[src/rtl/led_seq_pkg.sv]
// Shared encodings for the LED sequencer: pattern modes, FSM states and
// the width/wrap helper of the per-step base-tick counter.
package led_seq_pkg;

  typedef enum logic [1:0] {
    MODE_WALK_L = 2'b00,
    MODE_WALK_R = 2'b01,
    MODE_BLINK  = 2'b10,
    MODE_BOUNCE = 2'b11
  } mode_e;

  typedef enum logic [1:0] {
    IDLE = 2'b00,
    RUN  = 2'b01,
    HOLD = 2'b10
  } state_e;

  // speed is 2 bits, so one step spans at most 2^3 = 8 base ticks.
  localparam int STEP_CNT_W = 3;

  // Last value of the step counter before it wraps: 2^speed - 1.
  function automatic logic [STEP_CNT_W-1:0] step_wrap(input logic [1:0] spd);
    return (STEP_CNT_W'(1) << spd) - STEP_CNT_W'(1);
  endfunction

endpackage

[src/rtl/tick_gen.sv]
// Base tick generator: counts enabled cycles 0..TICK_DIV-1 and flags the
// cycle in which the count is about to wrap. clr has priority over en.
module tick_gen #(
  parameter int TICK_DIV = 250000
) (
  input  logic clk,
  input  logic rst_n,
  input  logic en,
  input  logic clr,
  output logic tick
);

  localparam int CNT_W = (TICK_DIV > 2) ? $clog2(TICK_DIV) : 1;
  localparam logic [CNT_W-1:0] LAST = CNT_W'(TICK_DIV - 1);

  logic [CNT_W-1:0] cnt_q;

  assign tick = en && (cnt_q == LAST);

  // Cycle counter: clear wins, otherwise advance and wrap while enabled.
  always_ff @(posedge clk or negedge rst_n) begin
    // NOTE: state registers use non-blocking (<=) so every flop samples
    // pre-edge values regardless of the order blocks are evaluated in.
    if (!rst_n) begin
      cnt_q <= '0;
    end else if (clr) begin
      cnt_q <= '0;
    end else if (en) begin
      cnt_q <= (cnt_q == LAST) ? '0 : cnt_q + CNT_W'(1);
    end
  end

endmodule

[src/rtl/led_seq_ctrl.sv]
// LED pattern sequencer. start latches mode/speed and loads the initial
// pattern; every TICK_DIV*2^speed counting cycles the pattern advances and
// step pulses. stop (highest priority) returns to IDLE with LEDs dark.
// Optional feature: define LED_SEQ_PAUSE_EN to build the pause input and
// the HOLD state; otherwise pause is ignored and HOLD is unreachable.
module led_seq_ctrl
  import led_seq_pkg::*;
#(
  parameter int TICK_DIV = 250000,
  parameter int LED_W    = 8
) (
  input  logic             clk,
  input  logic             rst_n,
  input  logic             start,
  input  logic             stop,
  input  logic             pause,
  input  logic [1:0]       mode,
  input  logic [1:0]       speed,
  output logic [LED_W-1:0] led,
  output logic             busy,
  output logic             step
);

  state_e                state_q, state_d;
  mode_e                 mode_q, mode_d;
  logic [1:0]            speed_q, speed_d;
  logic                  dir_up_q, dir_up_d;
  logic [STEP_CNT_W-1:0] step_cnt_q, step_cnt_d;
  logic [LED_W-1:0]      led_q, led_d;
  logic                  step_q, step_d;
  logic                  pause_eff, tick_en, base_tick;

`ifdef LED_SEQ_PAUSE_EN
  assign pause_eff = pause;
  assign busy      = (state_q == RUN) || (state_q == HOLD);
`else
  logic unused_pause;
  assign unused_pause = pause;
  assign pause_eff    = 1'b0;
  assign busy         = (state_q == RUN);
`endif

  // Counting runs whenever a sequence is active and not held; the cycle
  // that leaves HOLD already counts, so the frozen span equals the pause.
  assign tick_en = busy && !pause_eff;

  tick_gen #(.TICK_DIV(TICK_DIV)) u_tick_gen (
    .clk  (clk),
    .rst_n(rst_n),
    .en   (tick_en),
    .clr  (start || stop),
    .tick (base_tick)
  );

  function automatic logic [LED_W-1:0] init_pattern(input mode_e m);
    logic [LED_W-1:0] p;
    p = '0;
    case (m)
      MODE_WALK_R: p[LED_W-1] = 1'b1;
      MODE_BLINK:  p = '1;
      default:     p[0] = 1'b1;
    endcase
    return p;
  endfunction

  // State register.
  always_ff @(posedge clk or negedge rst_n) begin
    if (!rst_n) state_q <= IDLE;
    else        state_q <= state_d;
  end

  // Next state: stop beats start, start beats pause.
  always_comb begin
    // NOTE: every combinational output gets a default first so no path
    // leaves it unassigned, which would otherwise infer a latch.
    state_d = state_q;
    if (stop) begin
      state_d = IDLE;
    end else if (start) begin
      state_d = RUN;
`ifdef LED_SEQ_PAUSE_EN
    end else if (state_q == RUN && pause) begin
      state_d = HOLD;
    end else if (state_q == HOLD && !pause) begin
      state_d = RUN;
`endif
    end
  end

  // Datapath next values: reload on start, advance pattern on step wrap.
  always_comb begin
    mode_d     = mode_q;
    speed_d    = speed_q;
    dir_up_d   = dir_up_q;
    step_cnt_d = step_cnt_q;
    led_d      = led_q;
    step_d     = 1'b0;
    if (stop) begin
      dir_up_d   = 1'b1;
      step_cnt_d = '0;
      led_d      = '0;
    end else if (start) begin
      mode_d     = mode_e'(mode);
      speed_d    = speed;
      dir_up_d   = 1'b1;
      step_cnt_d = '0;
      led_d      = init_pattern(mode_e'(mode));
    end else if (base_tick) begin
      if (step_cnt_q == step_wrap(speed_q)) begin
        step_cnt_d = '0;
        step_d     = 1'b1;
        case (mode_q)
          MODE_WALK_L: led_d = {led_q[LED_W-2:0], led_q[LED_W-1]};
          MODE_WALK_R: led_d = {led_q[0], led_q[LED_W-1:1]};
          MODE_BLINK:  led_d = ~led_q;
          MODE_BOUNCE: begin
            if (dir_up_q) begin
              if (led_q[LED_W-1]) begin
                led_d    = led_q >> 1;
                dir_up_d = 1'b0;
              end else begin
                led_d = led_q << 1;
              end
            end else begin
              if (led_q[0]) begin
                led_d    = led_q << 1;
                dir_up_d = 1'b1;
              end else begin
                led_d = led_q >> 1;
              end
            end
          end
          default: led_d = led_q;
        endcase
      end else begin
        step_cnt_d = step_cnt_q + STEP_CNT_W'(1);
      end
    end
  end

  // Datapath registers.
  always_ff @(posedge clk or negedge rst_n) begin
    if (!rst_n) begin
      mode_q     <= MODE_WALK_L;
      speed_q    <= '0;
      dir_up_q   <= 1'b1;
      step_cnt_q <= '0;
      led_q      <= '0;
      step_q     <= 1'b0;
    end else begin
      mode_q     <= mode_d;
      speed_q    <= speed_d;
      dir_up_q   <= dir_up_d;
      step_cnt_q <= step_cnt_d;
      led_q      <= led_d;
      step_q     <= step_d;
    end
  end

  assign led  = led_q;
  assign step = step_q;

endmodule

[config.mk]
export PLATFORM = sky130hd
export DESIGN_NAME = led_seq_ctrl
export DESIGN_NICKNAME = d
export VERILOG_FILES = /design/src/rtl/led_seq_pkg.sv /design/src/rtl/tick_gen.sv /design/src/rtl/led_seq_ctrl.sv
export SDC_FILE = /design/constraint.sdc
export NUM_CORES = 1
export LEC_CHECK = 0
export ABC_AREA = 0
export CAP_MARGIN = 10
export CORE_UTILIZATION = 52
export CTS_CLUSTER_DIAMETER = 80
export DETAILED_ROUTE_END_ITERATION = 10
export PLACE_DENSITY = 0.82
export SYNTH_ARGS = -nofsm -noshare
export SYNTH_HDL_FRONTEND = slang
export SYNTH_HIERARCHICAL = 1
export SYNTH_SLANG_ARGS = --single-unit
export TNS_END_PERCENT = 30
[constraint.sdc]
create_clock -name clk -period 2.3 [get_ports clk]
set_input_delay 0.345 -clock clk [delete_from_list [all_inputs] [get_ports clk]]
set_output_delay 0.345 -clock clk [all_outputs]
set_load 0.02 [all_outputs]
## Word-level counts from Yosys, hierarchy flattened

Cells that the tools add are included.
W data, S select, Z words.

- Bits in registers: 37
- Input bits: 9
- Output and inout port bits: 10
- Word-level logic and storage cells: 66

- Add/sub/neg operators: 3
- Equality and inequality tests: 8
- Shifts and indexed selects: 1
- Muxes and demuxes: 32
- Bitwise logic cells: 2
- Reductions and logical operators: 12

Operators with widths:

| cell | count |
|---|---|
| $mux W8 | 7 |
| $mux W18 | 3 |
| $pmux W8 S4 | 1 |
| $add A18 B1 Y18 const B | 1 |
| $eq A18 B18 Y1 const B | 1 |
| $mux W1 | 14 |
| $mux W3 | 4 |
| $reduce_bool A3 Y1 | 3 |
| $not A8 Y8 | 1 |
| $eq A2 B1 Y1 const B | 3 |
| $eq A2 B2 Y1 const B | 3 |
| $mux W6 | 1 |
| $mux W2 | 2 |
| $reduce_and A2 Y1 | 2 |
| $reduce_bool A2 Y1 | 2 |
| $add A3 B1 Y3 const B | 1 |
| $eq A3 B3 Y1 | 1 |
| $reduce_and A3 Y1 | 1 |
| $shl A1 B2 Y3 const A | 1 |
| $sub A3 B2 Y3 const B | 1 |
| $logic_not A2 Y1 | 1 |
| $reduce_or A2 Y1 | 1 |
| $logic_and A1 B1 Y1 | 1 |
| $logic_or A1 B1 Y1 | 1 |
| $not A1 Y1 | 1 |

## Logic depth before layout (Yosys ltp)

- Depth after elaboration: 7
- Mapped depth: 9
- Mapped depth without buffers: 8

## Modules after synthesis

The synthesis kept the hierarchy.

Modules (own cells, without submodules):

| module | times used | cells an instance | area each (um^2) | sequential area each (um^2) |
|---|---|---|---|---|
| led_seq_ctrl | 1 | 139 | 1,223.7 | 451.7 |
| tick_gen | 1 | 102 | 974.7 | 450.4 |

## Least setup slack after synthesis

Ideal clock, no wire load.

- Kind: reg2reg
- Start point: register u_tick_gen.cnt_q[11]
- End point: register led_q[6] (netlist: led[6])
- Setup time: 0.066 ns
- Data arrival time: 2.123 ns
- Required time: 2.234 ns
- Setup slack: 0.111 ns
- Stages on the path, launching flop included: 9
- Buffers on the path: 1
- Period minus slack after synthesis: 2.189 ns
- Cells stage by stage: dfrtp_1 or4_4 nor3_1 and2_1 clkbuf_1 nor2b_1 o21ai_1 a21oi_2 a22o_1

- Longest elaborated chain between the ends: 4

Ends and longest elaborated chain:

| item | RTL line | text |
|---|---|---|
| start: declaration | tick_gen.sv:16 | `logic [CNT_W-1:0] cnt_q;` |
| start signal: assignment | tick_gen.sv:29 | `cnt_q <= (cnt_q == LAST) ? '0 : cnt_q + CNT_W'(1);` |
| $eq A18 B18 Y1 | tick_gen.sv:18 | `assign tick = en && (cnt_q == LAST);` |
| $logic_and A1 B1 Y1 | tick_gen.sv:18 |  |
| via base_tick | led_seq_ctrl.sv:31 | `logic pause_eff, tick_en, base_tick;` |
| $reduce_bool A3 Y1 (no line) | n/a |  |
| $reduce_and A2 Y1 (no line) | n/a |  |
| end signal: assignment | led_seq_ctrl.sv:155 | `led_q <= led_d;` |
| end: declaration | led_seq_ctrl.sv:29 | `logic [LED_W-1:0] led_q, led_d;` |

The timed path passes the listed nets, and every way through them passes these cells.
A chain may end at the register's enable or synchronous reset.

## Final worst setup path

Ends and elaborated chain as after synthesis.

==> summary.txt <==
Power and ir drop
  – Pleak: roughly 0.0011 µW
  – Maximum VDD drop: approximately 0.31 mV
  – Pwr Total: around 1500 µW
  – Cell area power density: approximately 560 mW/mm²

Yosys
  – Fraction of registers with async set/reset: 100%
  – Share of the synthesized area in the top cell type: about 40%
  – Part of the Yosys area used for sequential elements: approximately 40%
  – Yosys reg bits: 36
  – Mapped Area: 0.00220 mm²
  – Mapped Cells: between 200 and 250
  – Yosys Warn Count: 6
  – Number of synthesized flops with an enable pin: 0
  – Netlist cell types: 58
  – Top_reg_cell synth: dfrtp_1
  – Synthesized Nets: around 250
  – Area leader, netlist: dfrtp_1
  – Top cells by area, synth: dfrtp_1 (40%), nor2_1 (5.0%), nand2_1 (4.3%)
  – Syn avg cell area: approximately 9.1 µm²

Die
  – Cell row count: 23
  – I/O Pins: 19
  – Core ar.: approximately 0.004 mm²
  – Total die area: about 0.0045 mm²
  – Die height: approximately 67 µm
  – Die X: ~67 µm
  – Initial Util: 54.6%

Layout
  – Diodes inserted: 0
  – Area growth, synth to finish: 17.1%
  – Share of cells above drive strength 1: a little over an eighth
  – Leading cell types in the layout, fill and taps excluded: dfrtp_1 (35), nor2_1 (29), nand2_1 (25), clkdlybuf4s50_1 (17), nand3_1 (12)
  – Fillers: 335
  – Most common cell after layout, fill and taps aside: dfrtp_1
  – Fin nets: approximately 280

Routing
  – Residual DRC count: 0
  – Drt initial violations: around 160
  – DRT met1 WL: 2310 µm
  – Top layer in use: met4
  – Pre-antenna DRT Iters: 4
  – Remaining antenna violation count after routing: 0
  – Vias after detailed routing: 1913
  – Met2 routed WL: about 2200 µm
  – WL final: about 4800 µm
  – Wire per inst: between 15 and 20 µm
  – Vias per std cell: ~6
  – WL met3: 189 µm

GRT
  – Number of global-route vias before repair: 1764
  – Total global routing track utilization: 23.6%
  – Remaining Overflow, GRT: 0
  – Pin count of the biggest net entering global routing: 37
  – First-pass GRT wire length: 8010 µm
  – Initial antenna violation count: 0

Critical path
  – Crit-path max FO: 6
  – Critical path's largest stage delay: approximately 0.58 ns
  – Critical path arrival: ~2.4 ns
  – Critical path class: reg2reg
  – Setup crit start kind: register
  – CP bufs+invs: 0
  – CP endpoint kind: register
  – Critical-path cell list: or4_4 -> nor3_2 -> and2_1 -> nor2b_1 -> o21ai_1 -> a21oi_2 -> a22o_1
  – Crit-path slowest cell: or4_4
  – Crit-path leading delay family: simple AND/OR/NAND/NOR gates
  – CP required: 2.53 ns

STA
  – Fmax achieved: roughly 470 MHz
  – Final Hold Fails: 0
  – Post-layout min period: between 2 and 2.5 ns
  – Fin Clk Skew: roughly 0.0033 ns
  – Final WS setup: ~0.17 ns
  – Worst-Margin Slew: between 0.6 and 0.7 ns
  – Relative slew slack: 57.8%
  – Max-slew violation count: 0
  – Period utilization: 92.6%
  – Final setup vio count: 0

Clocking
  – CTS Root Cell: clkbuf_8
  – Clk buf depth: 2
  – Worst skew pair latency: between 0.2 and 0.3 ns
  – Clock sink count: 36
  – CTS HTree Levels: 2
  – TritonCTS buffer count: 5
  – Clk slew on worst S/H paths: about 0.070 ns
  – CTS Hold Bufs: 0
  – CTS tree: built

Hold path
  – Worst hold path class: in2async

Placement
  – DP HPWL: between 3000 and 4000 µm
  – RePlAce Congestion: 0.865
  – # port buffers: 17
  – Place WS: 0.129 ns

Status
  – Status: complete, no violations

Flow run
  – Maxcap violations: 0
-- cell usage after synthesis, types with 2 or more instances --
| cell | number |
|---|---|
| nand2_1 | 25 |
| nor3b_1 | 2 |
| a22o_1 | 6 |
| inv_1 | 9 |
| a31oi_1 | 3 |
| o21bai_1 | 3 |
| nand4_1 | 7 |
| xnor2_1 | 3 |
| or2_2 | 3 |
| o211a_1 | 2 |
| dfrtp_1 | 35 |
| nor2_1 | 29 |
| clkbuf_1 | 5 |
| nand3b_1 | 2 |
| o21ai_0 | 9 |
| or3_1 | 2 |
| mux2i_1 | 7 |
| xor2_1 | 9 |
| nand2b_1 | 5 |
| nor3_1 | 2 |
| a21boi_0 | 2 |
| ha_1 | 4 |
| buf_2 | 4 |
| a221o_1 | 4 |
| nor2b_1 | 4 |
| a21oi_1 | 7 |
| a21o_1 | 5 |
| nor4_1 | 2 |
| nand3_1 | 12 |
-- per-stage QoR --
step	std cells	utilization [%]	cell area [µm²]	TNS, ns	hold slack [ns]
floorplan	241	-	2200	0	0.0494
global placement	306	60.8	2450	0	0.490
detailed placement	306	60.8	2450	0	0.487
CTS	314	63.4	2560	0	0.495
global route	315	63.9	2570	-0.0100	0.509
finish	315	63.9	2570	0	0.474
-- flip-flops by register name, indices dropped and copies added, names as in the netlist --
register,flops
dir_up_q,1
led,8
mode_q,2
speed_q,2
state_q,1
step,1
step_cnt_q,3
u_tick_gen/cnt_q,18
-- worst reg2reg max path, stage by stage, from the launching register on --
cell and delay [ns]:
dfrtp_1 0.43, or4_4 0.58, nor3_2 0.14, and2_1 0.21, nor2b_1 0.14, o21ai_1 0.09
a21oi_2 0.30, a22o_1 0.19
-- where the power goes --
part / total, µW / internal, µW / switching (µW)
registers: 697 / 650 / 47.0
clock network: 554 / 322 / 232
logic: 203 / 95.7 / 107
total: 1450 / 1070 / 387
-- metal layers --
| metal | vias to the layer above | track usage (%) |
|---|---|---|
| met4 | 0 | 11.2 |
| met3 | 9 | 4.97 |
| met5 | - | 0 |
| li1 | 913 | - |
| met1 | 949 | 32.3 |
| met2 | 42 | 35.0 |
-- worst paths after layout --
| path | slack (ns) | cells past startpoint | to | startpoint |
|---|---|---|---|---|
| worst max-delay path | 0.17 | 7 | led[6] | u_tick_gen/cnt_q[11] |
| worst min-delay path | 0.47 | 2 | mode_q[1] | rst_n |
| worst max register to register | 0.17 | 7 | led[6] | u_tick_gen/cnt_q[11] |
| worst min register to register | 0.49 | 1 | u_tick_gen/cnt_q[15] | u_tick_gen/cnt_q[15] |
| max in group asynchronous | 1.47 | 2 | dir_up_q | rst_n |
| min in group clk | 0.49 | 1 | u_tick_gen/cnt_q[15] | u_tick_gen/cnt_q[15] |
-- kinds of logic after synthesis --
kind of cell	synth area share, %
muxes	3.70
AOI/OAI and AO/OA	20.1
buffers and inverters	3.47
adders and majority gates	2.28
DFF	41.0
xor gates and xnor gates	4.78
and+or+nand+nor	24.6
-- layout make-up --
type                       instances  area [µm²]  area share [%]
clock buffer                       6        72.6            2.82
clock inverter                     2        35.0            1.36
inverter                           9        33.8            1.31
multi-input combinational        186        1230            47.8
sequential                        36         902            35.0
tap                               50        62.6            2.43
timing repair buffer              26         238            9.23
-- timing repair --
item                                   4_1_cts  5_1_grt
setup endpoints to repair                    0        6
setup buffers                                0        1
resized for setup                            0        2
endpoints found under the hold margin        0        0
Note: power is estimated with default switching activity, not from simulation.
